`config.mk`:
```
export PLATFORM = sky130hd
export DESIGN_NAME = disp_scan_ctrl
export DESIGN_NICKNAME = d
export VERILOG_FILES = /design/src/rtl/disp_pkg.sv /design/src/rtl/disp_tick_gen.sv /design/src/rtl/disp_scan_ctrl.sv
export SDC_FILE = /design/constraint.sdc
export NUM_CORES = 1
export LEC_CHECK = 0
export BUFFER_PORTS_ARGS = -buffer_cell sky130_fd_sc_hd__buf_2
export CORE_MARGIN = 2
export CORE_UTILIZATION = 30
export DETAILED_ROUTE_END_ITERATION = 16
export GPL_ROUTABILITY_DRIVEN = 1
export PLACE_DENSITY_LB_ADDON = 0.08
export SETUP_SLACK_MARGIN = 0.05
export SYNTH_ARGS = -nofsm -noshare
export SYNTH_HDL_FRONTEND = slang
export SYNTH_SLANG_ARGS = --single-unit
```
`constraint.sdc`:
```
create_clock -name clk -period 3.9 [get_ports clk]
set_input_delay 0.39 -clock clk [delete_from_list [all_inputs] [get_ports clk]]
set_output_delay 0.39 -clock clk [all_outputs]
set_load 0.05 [all_outputs]
```
`src/rtl/disp_pkg.sv`:
```
// Shared constants, FSM encoding and BCD-to-segment lookup for the display scan controller.
package disp_pkg;

    localparam int NUM_DIGITS = 4;
    localparam int NUM_PAGES  = 4;

    // Segment vectors are {g,f,e,d,c,b,a}, active-low.
    localparam logic [6:0] SEG_BLANK = 7'h7F;
    localparam logic [6:0] SEG_DASH  = 7'b0111111;

    localparam logic [0:0] ST_BLANK = 1'b0;
    localparam logic [0:0] ST_ON    = 1'b1;

    function automatic logic [6:0] bcd_to_seg(input logic [3:0] bcd);
        logic [6:0] seg;
        case (bcd)
            4'd0:    seg = 7'h40;
            4'd1:    seg = 7'h79;
            4'd2:    seg = 7'h24;
            4'd3:    seg = 7'h30;
            4'd4:    seg = 7'h19;
            4'd5:    seg = 7'h12;
            4'd6:    seg = 7'h02;
            4'd7:    seg = 7'h78;
            4'd8:    seg = 7'h00;
            4'd9:    seg = 7'h10;
            default: seg = SEG_DASH;
        endcase
        return seg;
    endfunction

endpackage

```
`src/rtl/disp_tick_gen.sv`:
```
// Free-running divider producing a one-cycle tick every P clocks.
module disp_tick_gen #(
    parameter int P = 100000
) (
    input  logic clk,
    input  logic reset,
    output logic tick
);

    localparam int CW = (P > 1) ? $clog2(P) : 1;

    logic [CW-1:0] cnt_reg;

    assign tick = (cnt_reg == CW'(P - 1));

    always_ff @(posedge clk or negedge reset) begin
        if (!reset) begin
            cnt_reg <= '0;
        end else if (tick) begin
            cnt_reg <= '0;
        end else begin
            cnt_reg <= cnt_reg + 1'b1;
        end
    end

endmodule

```
`src/rtl/disp_scan_ctrl.sv`:
```
// Multiplexes up to four BCD pages onto a 4-digit common-anode display with
// inter-digit blanking, frame-aligned page snapshots and round-robin rotation.
module disp_scan_ctrl
    import disp_pkg::*;
#(
    parameter int CLK_HZ      = 100_000_000,
    parameter int SCAN_HZ     = 1000,
    parameter int BLANK_CYC   = 1000,
    parameter int PAGE_FRAMES = 500
) (
    input  logic        clk,
    input  logic        reset,
    input  logic [63:0] page_data,
    input  logic [15:0] page_dp,
    input  logic [3:0]  page_valid,
    input  logic        hold,
    output logic [3:0]  an,
    output logic [6:0]  seg,
    output logic        dp,
    output logic [1:0]  page_idx,
    output logic        frame_start
);

    localparam int P  = CLK_HZ / SCAN_HZ;
    localparam int DW = $clog2(NUM_DIGITS);
    localparam int BW = $clog2(BLANK_CYC + 1);
    localparam int FW = $clog2(PAGE_FRAMES + 2);

    logic          tick;
    logic [0:0]    state_reg;
    logic [BW-1:0] blank_cnt_reg;
    logic [DW-1:0] digit_reg;
    logic [FW-1:0] frame_cnt_reg;
    logic [1:0]    page_idx_reg;
    logic [15:0]   snap_data_reg;
    logic [3:0]    snap_dp_reg;
    logic [3:0]    an_reg;
    logic [6:0]    seg_reg;
    logic          dp_reg;
    logic          frame_start_reg;

    disp_tick_gen #(.P(P)) u_tick (
        .clk   (clk),
        .reset (reset),
        .tick  (tick)
    );

    logic wrap;
    assign wrap = (state_reg == ST_ON) && tick && (digit_reg == DW'(NUM_DIGITS - 1));

    always_ff @(posedge clk or negedge reset) begin
        if (!reset) begin
            state_reg     <= ST_BLANK;
            blank_cnt_reg <= '0;
            digit_reg     <= '0;
        end else begin
            case (state_reg)
                ST_BLANK: begin
                    if (blank_cnt_reg == BW'(BLANK_CYC - 1)) begin
                        state_reg     <= ST_ON;
                        blank_cnt_reg <= '0;
                    end else begin
                        blank_cnt_reg <= blank_cnt_reg + 1'b1;
                    end
                end
                default: begin
                    if (tick) begin
                        state_reg <= ST_BLANK;
                        digit_reg <= (digit_reg == DW'(NUM_DIGITS - 1)) ? '0 : digit_reg + 1'b1;
                    end
                end
            endcase
        end
    end

    // Search starts one past the current page; offset NUM_PAGES lands back on it,
    // so a lone valid page reselects itself.
    logic [1:0]    nxt_page;
    logic [1:0]    cand_page;
    logic [1:0]    sel_page;
    logic          found;
    logic          rotate;
    logic [FW-1:0] frame_inc;

    always_comb begin
        nxt_page  = page_idx_reg;
        cand_page = page_idx_reg;
        found     = 1'b0;
        for (int k = 1; k <= NUM_PAGES; k++) begin
            cand_page = page_idx_reg + 2'(k);
            if (!found && page_valid[cand_page]) begin
                nxt_page = cand_page;
                found    = 1'b1;
            end
        end
        frame_inc = frame_cnt_reg + 1'b1;
        rotate    = (!hold && (frame_inc >= FW'(PAGE_FRAMES))) || !page_valid[page_idx_reg];
        sel_page  = rotate ? nxt_page : page_idx_reg;
    end

    always_ff @(posedge clk or negedge reset) begin
        if (!reset) begin
            frame_cnt_reg <= '0;
            page_idx_reg  <= '0;
            snap_data_reg <= '0;
            snap_dp_reg   <= '0;
        end else if (wrap) begin
            if (rotate) begin
                page_idx_reg  <= nxt_page;
                frame_cnt_reg <= '0;
            end else begin
                frame_cnt_reg <= (frame_inc > FW'(PAGE_FRAMES)) ? FW'(PAGE_FRAMES) : frame_inc;
            end
            snap_data_reg <= page_data[{sel_page, 4'b0000} +: 16];
            snap_dp_reg   <= page_dp[{sel_page, 2'b00} +: 4];
        end
    end

    // A digit is blank when it and every digit above it are zero; digit0 never blanks.
    logic [3:0]  cur_nib;
    logic [15:0] upper_digits;
    logic        lz_blank;
    logic        active;

    always_comb begin
        cur_nib      = snap_data_reg[{digit_reg, 2'b00} +: 4];
        upper_digits = snap_data_reg >> {digit_reg, 2'b00};
        lz_blank     = (digit_reg != '0) && (upper_digits == '0);
        active       = (state_reg == ST_ON) && (|page_valid);
    end

    always_ff @(posedge clk or negedge reset) begin
        if (!reset) begin
            an_reg          <= 4'hF;
            seg_reg         <= SEG_BLANK;
            dp_reg          <= 1'b1;
            frame_start_reg <= 1'b0;
        end else begin
            an_reg          <= active ? ~(4'b0001 << digit_reg) : 4'hF;
            seg_reg         <= (active && !lz_blank) ? bcd_to_seg(cur_nib) : SEG_BLANK;
            dp_reg          <= active ? ~snap_dp_reg[digit_reg] : 1'b1;
            frame_start_reg <= wrap;
        end
    end

    assign an          = an_reg;
    assign seg         = seg_reg;
    assign dp          = dp_reg;
    assign page_idx    = page_idx_reg;
    assign frame_start = frame_start_reg;

endmodule
```
# After elaboration in Yosys (flattened, before gate mapping)
# Memories as Yosys holds them, arrays and structs flattened.
# Index checks and enable logic that the tools add are counted.
# totals
register_bits,74
mem_bits_ro,112
input_bits,87
elab_cells,86
memories,1
# memory_table
name,words,word_bits,read_ports,rd_clocked_by_memory_dff,write_ports,line,text
(no name shown),16,7,1,0,0,disp_pkg.sv:16,case (bcd)
# op_classes
n_addsub,7
magnitude_cmp,7
n_eq_ne,3
n_shift,5
muxes,29
n_bitwise,2
n_reduce_logical,20
# op_table
operator,count
$shiftx A64 B7 Y16,1
$shiftx A16 B5 Y4,2
$mux W9,2
$add A17 B1 Y17 const B,1
$eq A17 B17 Y1 const B,1
$mux W17,1
$logic_not A16 Y1,1
$shr A16 B4 Y16,1
$lt A2 B3 Y1 const B,5
$mux W1,12
$mux W2,6
$add A10 B1 Y10 const B,1
$bmux W1 S2,5
$eq A10 B10 Y1 const B,1
$mux W10,1
$add A9 B1 Y9 const B,1
$ge A9 B9 Y1 const B,1
$gt A9 B9 Y1 const B,1
$logic_and A1 B1 Y1,9
$mux W7,1
$logic_not A1 Y1,6
$add A2 B1 Y2 const B,2
$add A2 B2 Y2 const B,2
$mux W4,1
8 further kinds,8

# Longest topological paths before layout
# Gate-level depths: netlist (run 1).
# depth
ltp_word,15
mapped_depth,10
depth_no_buf,8

# By module
# Synthesis (run 1) repeated with hierarchy kept, for this count alone.
# unflattened
cells_unflattened,437
hier_area_um2,4499.3
# modules_own_cells
module,instances,cells_each,area_per_inst_um2,seq_area_each_um2
disp_scan_ctrl,1,363,3706.1,1441.4
disp_tick_gen,1,74,793.3,425.4

# Worst setup path before layout (run 1)
# OpenSTA, ideal clock, no wires.
# synth_timing
path_type,register to register
start,register page_idx_reg[0] (netlist: page_idx[0])
end,register snap_data_reg[10]
setup_ns,0.136
arrival_time_ns,2.785
required_time_ns,3.764
path_slack_ns,0.979
stages_incl_launch_ff,10
n_path_buf,3
path_cell_list,dfrtp_1 > clkbuf_1 > mux4_2 > a2111o_1 > buf_6 > buf_4 > a221oi_1 > nor2_1 > a2111oi_0 > nor3_1
# synth_between
elab_chain_cells,15
elab_cells_between_ends,28
# synth_lines
element,line,text
from (decl),disp_scan_ctrl.sv:34,logic [1:0] page_idx_reg;
from (signal assigned),disp_scan_ctrl.sv:109,page_idx_reg <= nxt_page;
$add A2 B1 Y2,disp_scan_ctrl.sv:90,cand_page = page_idx_reg + 2'(k);
$bmux W1 S2,disp_scan_ctrl.sv:91,if (!found && page_valid[cand_page]) begin
$mux W1 (implied by the code),disp_scan_ctrl.sv:91,
$mux W1,disp_scan_ctrl.sv:91,
$logic_not A1 Y1,disp_scan_ctrl.sv:91,
$logic_and A1 B1 Y1,disp_scan_ctrl.sv:91,
$mux W1,disp_scan_ctrl.sv:91,
$logic_not A1 Y1,disp_scan_ctrl.sv:91,
$logic_and A1 B1 Y1,disp_scan_ctrl.sv:91,
$mux W1,disp_scan_ctrl.sv:91,
$logic_not A1 Y1,disp_scan_ctrl.sv:91,
$logic_and A1 B1 Y1,disp_scan_ctrl.sv:91,
$mux W2,disp_scan_ctrl.sv:91,
$mux W2 *,n/a,
$shiftx A64 B7 Y16 *,disp_scan_ctrl.sv:114,"snap_data_reg <= page_data[{sel_page, 4'b0000} +: 16];"
to (signal assigned),disp_scan_ctrl.sv:114,
to (decl),disp_scan_ctrl.sv:35,logic [15:0] snap_data_reg;
# Mark *: on every way between the ends. The rest lies on a longest branch, timed or not. The select of a mux whose other input is x is not followed.
# A chain may end at the register's enable or synchronous reset.

# Final worst setup path (run 1)
# layout_timing
start,register frame_cnt_reg[0]
end,register snap_data_reg[2]
# layout_between
elab_chain_cells,6
# layout_lines
element,line,text
from (decl),disp_scan_ctrl.sv:33,logic [FW-1:0] frame_cnt_reg;
from (signal assigned),disp_scan_ctrl.sv:112,frame_cnt_reg <= (frame_inc > FW'(PAGE_FRAMES)) ? FW'(PAGE_FRAMES) : frame_inc;
$add A9 B1 Y9,disp_scan_ctrl.sv:96,frame_inc = frame_cnt_reg + 1'b1;
$ge A9 B9 Y1,disp_scan_ctrl.sv:97,rotate = (!hold && (frame_inc >= FW'(PAGE_FRAMES))) || !page_valid[page_idx_reg];
$logic_and A1 B1 Y1,disp_scan_ctrl.sv:97,
$logic_or A1 B1 Y1,disp_scan_ctrl.sv:97,
$mux W2,n/a,
$shiftx A64 B7 Y16,disp_scan_ctrl.sv:114,
# No other way between the ends.

==> metrics.log, run 1 <==
INFO  metric worstRegToRegCells = 9
INFO  metric worst-r2r-setup-slack = 0.19 ns
INFO  metric power.density_cell_area = 298 nW/um^2
INFO  metric critical_path.max_fanout = 40
INFO  metric p_leak = ~2.5 nW
INFO  metric crit_required = 4.11 ns
INFO  metric timing_max_transition_violations_final = 0
INFO  metric cts-hold-fix-buffers = 0
INFO  metric largest_reg_flops = 17
INFO  metric critical_path.cell_chain = ha_1, nand3_1, or3_1, and2_1, or3_1, a31o_2, a2111oi_1, buf_4, nor3_1
INFO  metric grt_util_all_layers = 17.8%
INFO  metric placedInstanceArea = 6210 um^2
INFO  metric drc_errors = 0
INFO  metric vias_in_the_first_global_route = 5154
INFO  metric final_nets = 805
INFO  metric detailedRoute.firstIterationViolations = 409
INFO  metric tritoncts.num_buffers = 9
INFO  metric yosysUniqueCellTypes = 61
INFO  metric chipHeight = 140 um
INFO  metric grt_pass1_wl = 28100 um
INFO  metric critical_path.most_common_cell = sky130_fd_sc_hd__or3_1
INFO  metric synthesis.area = 5520 um^2
INFO  metric cellInternalPower = between 1 and 1.5 mW
INFO  metric antenna_found_initial = 0
INFO  metric classification_of_the_worst_setup_path = reg2reg
INFO  metric num_vias = between 5000 and 6000
INFO  metric ys_async_sr_fraction = 100%
INFO  metric synth-adder-area-share = 2.95%
INFO  metric worst_setup_path_start_kind = flop
INFO  metric synth.mux.area_fraction = 3.01%
INFO  metric status = finished clean
INFO  metric power_switching = 529 uW
INFO  metric cts.sink_count = 74
INFO  metric timing.clock.skew = 0.00719 ns
INFO  metric synth_compound_gate_area_share = 32.0%
INFO  metric timing.fmax = 269 MHz
INFO  metric finalCritPeriodShare = 95.2%
INFO  metric irDropWorstVdd = 0.195 mV
INFO  metric final.min_clock_period = 3.71 ns
INFO  metric combinational_family_with_the_most_area_after_synthesis = compound AO/OA/AOI/OAI gates
INFO  metric yosys.area_share.xor_xnor = 3.17%
INFO  metric synth_edf_count = 0
INFO  metric path_buf_inv = 1
INFO  metric synthesis.yosys.warnings = 0
INFO  metric antennaDiodeCount = 0
INFO  metric syn_to_final_growth = 18.2%
INFO  metric cp_top_family = compound AO/OA/AOI/OAI gates
INFO  metric timing_hold_violations_final = 0
INFO  metric finalSetupViolations = 0
INFO  metric max_slew_margin = 25.1%
INFO  metric viasPerCell = approximately 5.9
INFO  metric cp_arrival = 3.93 ns
INFO  metric grt-ovfl-total = 0
INFO  metric antenna_violating_nets_post_route = 0
INFO  metric postSynthNetCount = 732
INFO  metric dp.final_hpwl = about 12000 um
INFO  metric drive_above_1_share = 23.2%
INFO  metric tritoncts = built
INFO  metric synth-simple-area-share = between 10% and 20%
INFO  metric wl_per_cell = 18.8 um
INFO  metric timing.hold.worst.class = in2async
INFO  metric clk-insertion-delay-late = 0.34 ns
INFO  metric port_buffer_cells = 101
INFO  metric detail_route.wirelength = 17600 um
INFO  metric ys_seq_elements = 74
INFO  metric critical_path.slowest_cell = sky130_fd_sc_hd__a2111oi_1
INFO  metric clock-root-buffer = sky130_fd_sc_hd__clkbuf_16
INFO  metric design.portCount = 102
INFO  metric die_w = 140 um
INFO  metric post-route-cell-area = around 6500 um^2
INFO  metric floorplan.die_area = between 15000 and 20000 um^2
INFO  metric placementRows = 49
INFO  metric critical-path-max-stage-delay = 0.80 ns
INFO  metric gp_routability_congestion = 0.810
INFO  metric post_synth.cell_area_avg = 8.73 um^2
INFO  metric post_cts.repair.setup_buffers = 0
INFO  metric floorplan.initialDensity = 30.6%
INFO  metric core_area = 18000 um^2
INFO  metric p_seq_share = 42.0%
INFO  metric netlist_instances = 632
INFO  metric totalNegativeSetupSlack = 0 ns
INFO  metric timing.rr.end = snap_data_reg[2]
INFO  metric cts-root-to-sink-buffers = 2
INFO  metric rsz_0062_raised_after_global_routing = yes
INFO  metric cts_htree_levels = 3
INFO  metric timing.max_cap.violations = 0
INFO  metric dominantRegCellSynth = sky130_fd_sc_hd__dfrtp_1
INFO  metric drt_pre_antenna_iters = 5
INFO  metric worstSetupEndpointType = flop
INFO  metric synth.yosys.seq_area_share = between 30% and 40%
INFO  metric clkPwrFrac = 43.9%
INFO  metric grt_start_max_net_pins = 81
INFO  metric share_comb_of_total_power = 14.1%
INFO  metric clk_pin_slew = roughly 0.060 ns
INFO  metric switching_power_as_a_share_of_total_power = 27.2%
INFO  metric worstReg2RegStart = frame_cnt_reg[0]
INFO  metric worstMarginPinSlew = 1.12 ns
[per-layer routing]
layer	GRT usage, %	vias to the layer above	wire length (um)
met3	2.86	29	813
met1	25.9	2685	8480
met4	6.05	0	364
met5	0	-	0
met2	26.7	188	7970
li1	-	2617	-
[final cells by class]
cell class	count	area, um^2
Multi-Input combinational cell	489	3380
Clock inverter	6	66.3
Timing Repair Buffer	120	651
Inverter	11	41.3
Tap cell	229	287
Clock buffer	10	239
Fill cell	1839	11500
Sequential cell	74	1870
[cells by family after synthesis]
kind of cell	count (synthesis)
adders and majority gates	13
AOI/OAI and AO/OA	225
muxes	9
DFF	74
buffers and inverters	69
and+or+nand+nor	222
xor gates and xnor gates	20
[how the worst max path moves through the flow]
stage	startpoint	endpoint	slack (ns)	depth (start not counted)
finish	frame_cnt_reg[0]	snap_data_reg[2]	0.19	9
global route	frame_cnt_reg[0]	snap_data_reg[12]	0.007	9
floorplan	page_idx[0]	snap_data_reg[10]	0.98	9
detailed placement	frame_cnt_reg[0]	snap_data_reg[6]	0.05	9
global placement	frame_cnt_reg[0]	snap_data_reg[6]	0.15	9
CTS	frame_cnt_reg[0]	snap_data_reg[12]	0.14	9
[Yosys cell counts, types with 5 or more instances]
cell type,count,area (um^2)
sky130_fd_sc_hd__a21boi_0,37,278
sky130_fd_sc_hd__buf_4,5,37.5
sky130_fd_sc_hd__o21ai_0,22,110
sky130_fd_sc_hd__a2111oi_0,40,350
sky130_fd_sc_hd__nand2b_1,5,31.3
sky130_fd_sc_hd__a21oi_1,13,65.1
sky130_fd_sc_hd__xor2_1,7,61.3
sky130_fd_sc_hd__a221oi_1,80,701
sky130_fd_sc_hd__o31ai_1,6,45.0
sky130_fd_sc_hd__dfstp_2,12,315
sky130_fd_sc_hd__ha_1,13,163
sky130_fd_sc_hd__and3_1,7,43.8
sky130_fd_sc_hd__nor2b_1,5,31.3
sky130_fd_sc_hd__or3_1,5,31.3
sky130_fd_sc_hd__dfrtp_1,62,1550
sky130_fd_sc_hd__nand3_1,20,100
sky130_fd_sc_hd__nor3_1,29,145
sky130_fd_sc_hd__buf_2,8,40.0
sky130_fd_sc_hd__clkbuf_1,41,154
sky130_fd_sc_hd__xnor2_1,13,114
sky130_fd_sc_hd__nor2_1,84,315
sky130_fd_sc_hd__inv_1,10,37.5
sky130_fd_sc_hd__nand2_1,38,143
sky130_fd_sc_hd__mux4_2,6,135
[placed cells by master, fill, tap and decap left out, drive strengths merged, types with 3 or more instances in the layout]
| cell type | instances |
|---|---|
| buf | 120 |
| nor2 | 84 |
| a221oi | 80 |
| dfrtp | 62 |
| a21boi | 41 |
| a2111oi | 40 |
| nand2 | 38 |
| nor3 | 29 |
| o21ai | 23 |
| nand3 | 20 |
| a21oi | 13 |
| xnor2 | 13 |
| ha | 13 |
| dfstp | 12 |
| inv | 11 |
| clkbuf | 10 |
| and3 | 7 |
| xor2 | 7 |
| mux4 | 6 |
| o31ai | 6 |
| or3 | 5 |
| nor2b | 5 |
| nand2b | 5 |
| nor4 | 5 |
| a21o | 4 |
| and2 | 4 |
| nand4 | 3 |
| nand3b | 3 |
| clkinvlp | 3 |
| or4b | 3 |
| or3b | 3 |
[timing repair]
item,4_1_cts,5_1_grt
resized for setup,1,6
setup endpoints to repair,1,7
pin swaps,0,1
[power by group through the flow]
stage	clock [mW]	sequential, mW	combinational (mW)
final	0.854	0.818	0.275
after global routing	0.920	0.819	0.307
after CTS	0.882	0.817	0.273
after detailed placement	0	0.831	0.273
after global placement	0	0.831	0.266
after floorplan	0	0.817	0.167
[stage by stage]
stage	hold slack (ns)	setup WS [ns]	total power, mW	instances	utilization (%)
3_5_place_dp	0.462	0.0531	1.10	923	34.4
2_1_floorplan	0.0944	0.979	0.984	632	-
5_1_grt	0.304	0.00691	2.05	939	36.2
3_3_place_gp	0.451	0.150	1.10	923	34.4
4_1_cts	0.269	0.137	1.97	939	36.1
6_report	0.216	0.186	1.95	939	36.2
Power figures use the tool's default switching activity.
==> run 2, diff against run 1 <==
--- a/config.mk
+++ b/config.mk
@@ -11,7 +11,9 @@
 export DETAILED_ROUTE_END_ITERATION = 16
 export GPL_ROUTABILITY_DRIVEN = 1
 export PLACE_DENSITY_LB_ADDON = 0.08
+export RECOVER_POWER = 100
 export SETUP_SLACK_MARGIN = 0.05
 export SYNTH_ARGS = -nofsm -noshare
 export SYNTH_HDL_FRONTEND = slang
+export SYNTH_HIERARCHICAL = 1
 export SYNTH_SLANG_ARGS = --single-unit
==> run 2 against run 1 <==
  * The flow now finishes with violations (capacitance limit, slew limit)
  * Die area is 18% lower
  * Hold slack better by 0.15 ns
  * Critical endpoint is now snap_data_reg[1]
  * Global-route usage is 3.8 points lower
  * First-iteration DRC count is 54% lower
  * Synthesized cell count is 31% lower
  * Final area is 19% lower
  * Combinational power is 54% lower
  * Total power is 7.7% lower
  * Non-clock buffer count is 15 lower
  * Fmax is 12% higher
==> metrics.log, run 2 <==
INFO  metric status = complete, but fails checks
INFO  metric violations = capacitance limit, slew limit
INFO  metric synth-simple-area-share = 16.8% (-2.5 points)
INFO  metric synthesis.yosys.warnings = 6 (+6)
INFO  metric detail_route.wirelength = 10900 um (-38%)
INFO  metric placedCellCount = 703 (-24%)
INFO  metric design.portCount = 102 (unchanged)
INFO  metric finish.utilization = 36.2% (about the same)
INFO  metric gr-usage-met1 = 19.6% (-6.3 points)
INFO  metric timing.fmax = 302 MHz (+12%)
INFO  metric worstMarginPinSlew = 1.90 ns (+0.780 ns)
INFO  metric syn_to_final_growth = 17.5%
INFO  metric timing.max_cap.violations = 1 (+1)
INFO  metric synth.yosys.seq_area_share = 41.5% (+7.7 points)
INFO  metric drive_above_1_share = 26.4% (+3.1 points)
INFO  metric detailedRoute.firstIterationViolations = 187 (-54%)
INFO  metric max_slew_margin = -26.9% (-52 points)
INFO  metric final.min_clock_period = 3.31 ns (-0.401 ns)
INFO  metric grt_util_met2 = 21.5% (-5.2 points)
INFO  metric num_vias = 3567 (-35%)
INFO  metric die_w = 126 um (-9.4%)
INFO  metric total_power = 1.80 mW (-7.7%)
INFO  metric most_frequent_cells_in_the_layout = 85 x sky130_fd_sc_hd__buf_2, 65 x sky130_fd_sc_hd__nand2_1, 62 x sky130_fd_sc_hd__dfrtp_1, 42 x sky130_fd_sc_hd__mux2i_1, 27 x sky130_fd_sc_hd__nor2_1
INFO  metric irDropWorstVdd = 0.218 mV (+12%)
INFO  metric finalCritPeriodShare = 85.0% (-10 points)
INFO  metric ys_seq_elements = 74 (unchanged)
INFO  metric core_area = 14600 um^2 (-19%)
INFO  metric fin_cells = 719 (-23%)
INFO  metric classification_of_the_worst_setup_path = reg2reg
INFO  metric gp_routability_congestion = 0.765 (-5.5%)
INFO  metric yosys.area_share.xor_xnor = 3.70% (+0.53 points)
INFO  metric grt-ovfl-total = 0 (unchanged)
INFO  metric antenna_violating_nets_post_route = 0 (unchanged)
INFO  metric post-route-cell-area = 5290 um^2 (-19%)
INFO  metric rsz_0062_raised_after_global_routing = no
INFO  metric viasPerCell = 4.96 (-16%)
INFO  metric port_buffer_cells = 101 (unchanged)
INFO  metric grt_busiest_layer = met2
INFO  metric post_synth.cell_area_avg = 10.3 um^2 (+18%)
INFO  metric netlist_instances = 437 (-31%)
INFO  metric yosysUniqueCellTypes = 60 (-1.6%)
INFO  metric cp_top_family = simple AND/OR/NAND/NOR gates
INFO  metric critical_path.slowest_cell = sky130_fd_sc_hd__or4_1
INFO  metric most_common_cell_after_layout_fill_and_taps_aside = sky130_fd_sc_hd__buf_2
INFO  metric crit_required = 4.14 ns (+0.03 ns)
INFO  metric dominantRegCellSynth = sky130_fd_sc_hd__dfrtp_1
INFO  metric grt_use_met3 = 3.25% (+0.39 points)
INFO  metric power.density_cell_area = 340 nW/um^2 (+14%)
INFO  metric vias_in_the_first_global_route = 3500 (-32%)
INFO  metric grt_util_all_layers = 13.9% (-3.8 points)
INFO  metric tritoncts.num_buffers = 9 (unchanged)
INFO  metric synth.cells.most_frequent = 65 x sky130_fd_sc_hd__nand2_1, 62 x sky130_fd_sc_hd__dfrtp_1, 42 x sky130_fd_sc_hd__mux2i_1
INFO  metric placementRows = 44 (-10%)
INFO  metric synth.mux.area_fraction = 13.6% (+11 points)
INFO  metric yosys.cell_count.top_type = sky130_fd_sc_hd__nand2_1
INFO  metric final_nets = 630 (-22%)
INFO  metric synth_compound_gate_area_share = 16.4% (-16 points)
INFO  metric dp.final_hpwl = 7970 um (-33%)
INFO  metric wl_per_cell = 15.2 um (-19%)
INFO  metric ys_async_sr_fraction = 100% (unchanged)
INFO  metric clk-insertion-delay-late = 0.34 ns (about the same)
INFO  metric timing_hold_violations_final = 0 (unchanged)
INFO  metric post_cts.repair.setup_buffers = 0 (unchanged)
INFO  metric cts-hold-fix-buffers = 0 (unchanged)
INFO  metric worstSetupEndpointType = flop
INFO  metric floorplan.die_area = 16000 um^2 (-18%)
INFO  metric synth-adder-area-share = 3.62% (+0.67 points)
INFO  metric timing.clock.skew = 0.00908 ns (+0.00189 ns)
INFO  metric critical-path-max-stage-delay = 0.54 ns (-0.26 ns)
INFO  metric path_buf_inv = 2 (+1)
INFO  metric grt_pass1_wl = 17800 um (-37%)
INFO  metric cp_arrival = 3.55 ns (-0.38 ns)
INFO  metric totalNegativeSetupSlack = 0 ns (unchanged)
INFO  metric postSynthNetCount = 537 (-27%)
INFO  metric synthesis.area = 4500 um^2 (-18%)
INFO  metric clock-root-buffer = sky130_fd_sc_hd__clkbuf_16
INFO  metric antenna_found_initial = 0 (unchanged)
INFO  metric synth_top_cell_by_area = sky130_fd_sc_hd__dfrtp_1
INFO  metric worst_setup_path_start_kind = flop
INFO  metric drc_errors = 0 (unchanged)
INFO  metric finalSetupViolations = 0 (unchanged)
INFO  metric antennaDiodeCount = 0 (unchanged)
INFO  metric tritoncts = built
INFO  metric critical_path.cell_chain = or4_1, or4_4, nor4_1, clkbuf_1, nand3_1, buf_4, a31o_2, o221ai_1
INFO  metric timing.hold.worst.class = in2reg
INFO  metric grt_start_max_net_pins = 75 (-7.4%)
INFO  metric placedInstanceArea = 5120 um^2 (-17%)
INFO  metric postLayoutSetupSlackWorst = 0.586 ns (+0.401 ns)
INFO  metric timing_max_transition_violations_final = 75 (+75)
INFO  metric post_cts_resize_count = 0 (-1)
INFO  metric largest_reg_flops = 17 (unchanged)
INFO  metric drt_pre_antenna_iters = 4 (-1)
INFO  metric chipHeight = 126 um (-9.4%)
INFO  metric cts_htree_levels = 3 (unchanged)
INFO  metric p_leak = 2.28 nW (-10%)
INFO  metric pre_cts_slack = 0.783 ns (+0.730 ns)
INFO  metric cts-root-to-sink-buffers = 2 (unchanged)
INFO  metric critical_path.max_fanout = 35 (-13%)
INFO  metric clk_pin_slew = 0.06 ns (about the same)
INFO  metric combinational_family_with_the_most_area_after_synthesis = simple AND/OR/NAND/NOR gates
INFO  metric floorplan.initialDensity = 30.8% (+0.21 points)
INFO  metric netlist_top_cells_area = sky130_fd_sc_hd__dfrtp_1 34%, sky130_fd_sc_hd__mux2i_1 9.3%, sky130_fd_sc_hd__dfstp_2 7.0%
INFO  metric fraction_of_post_synthesis_cell_area_in_the_top_cell_type_by_area = 34.5% (+6.4 points)
INFO  metric cts.sink_count = 74 (unchanged)
INFO  metric synth_edf_count = 0 (unchanged)
INFO  metric final_worst_hold_slack = 0.369 ns (+0.153 ns)
[run 2: where the power goes]
part | total, mW | internal [mW] | switching (mW)
clock network | 0.901 | 0.563 | 0.338
logic | 0.126 | 0.0593 | 0.0664
registers | 0.770 | 0.769 | 0.00120
total | 1.80 | 1.39 | 0.406
[run 2: cells by family (layout without fill, tap and decap cells)]
group	count (synthesis)	after routing
compound gates	89	89
xor+xnor	19	19
fa+ha+maj	13	13
buf+inv	35	133
flops	74	74
mux	53	53
simple gates	154	154
[run 2: path summary, 6_finish.rpt]
kind                                    startpoint                end  slack [ns]  cells past startpoint
worst min-delay path                 page_data[55]   snap_data_reg[7]        0.37                      3
worst min register to register   u_tick/cnt_reg[0]  u_tick/cnt_reg[0]        0.48                      1
worst max-delay path            u_tick/cnt_reg[11]   snap_data_reg[1]        0.59                      8
worst max register to register  u_tick/cnt_reg[11]   snap_data_reg[1]        0.59                      8
min in group asynchronous                    reset   blank_cnt_reg[6]        0.58                      1
max in group asynchronous                    reset  snap_data_reg[14]        2.19                      1
[run 2: area by class of cell]
type,instances,area (um^2)
inverter,12,45.0
timing repair buffer,105,526
sequential,74,1870
clock inverter,6,90.1
clock buffer,10,229
fill,1495,9300
multi-input combinational,328,2300
tap,184,230
[run 2: layer usage]
| metal | share of wire, % | routed length [um] |
|---|---|---|
| met1 | 49 | 5360 |
| met2 | 46 | 4990 |
| met3 | 4.5 | 493 |
| met4 | 0.93 | 102 |
| met5 | 0 | 0 |
[run 2: worst register-to-register path: cells and delay by family (launching register included)]
family | cells | cell delay, ns
and+or+nand+nor | 4 | 1.36
buffers and inverters | 2 | 0.77
AOI/OAI and AO/OA | 2 | 0.66
DFF | 1 | 0.43
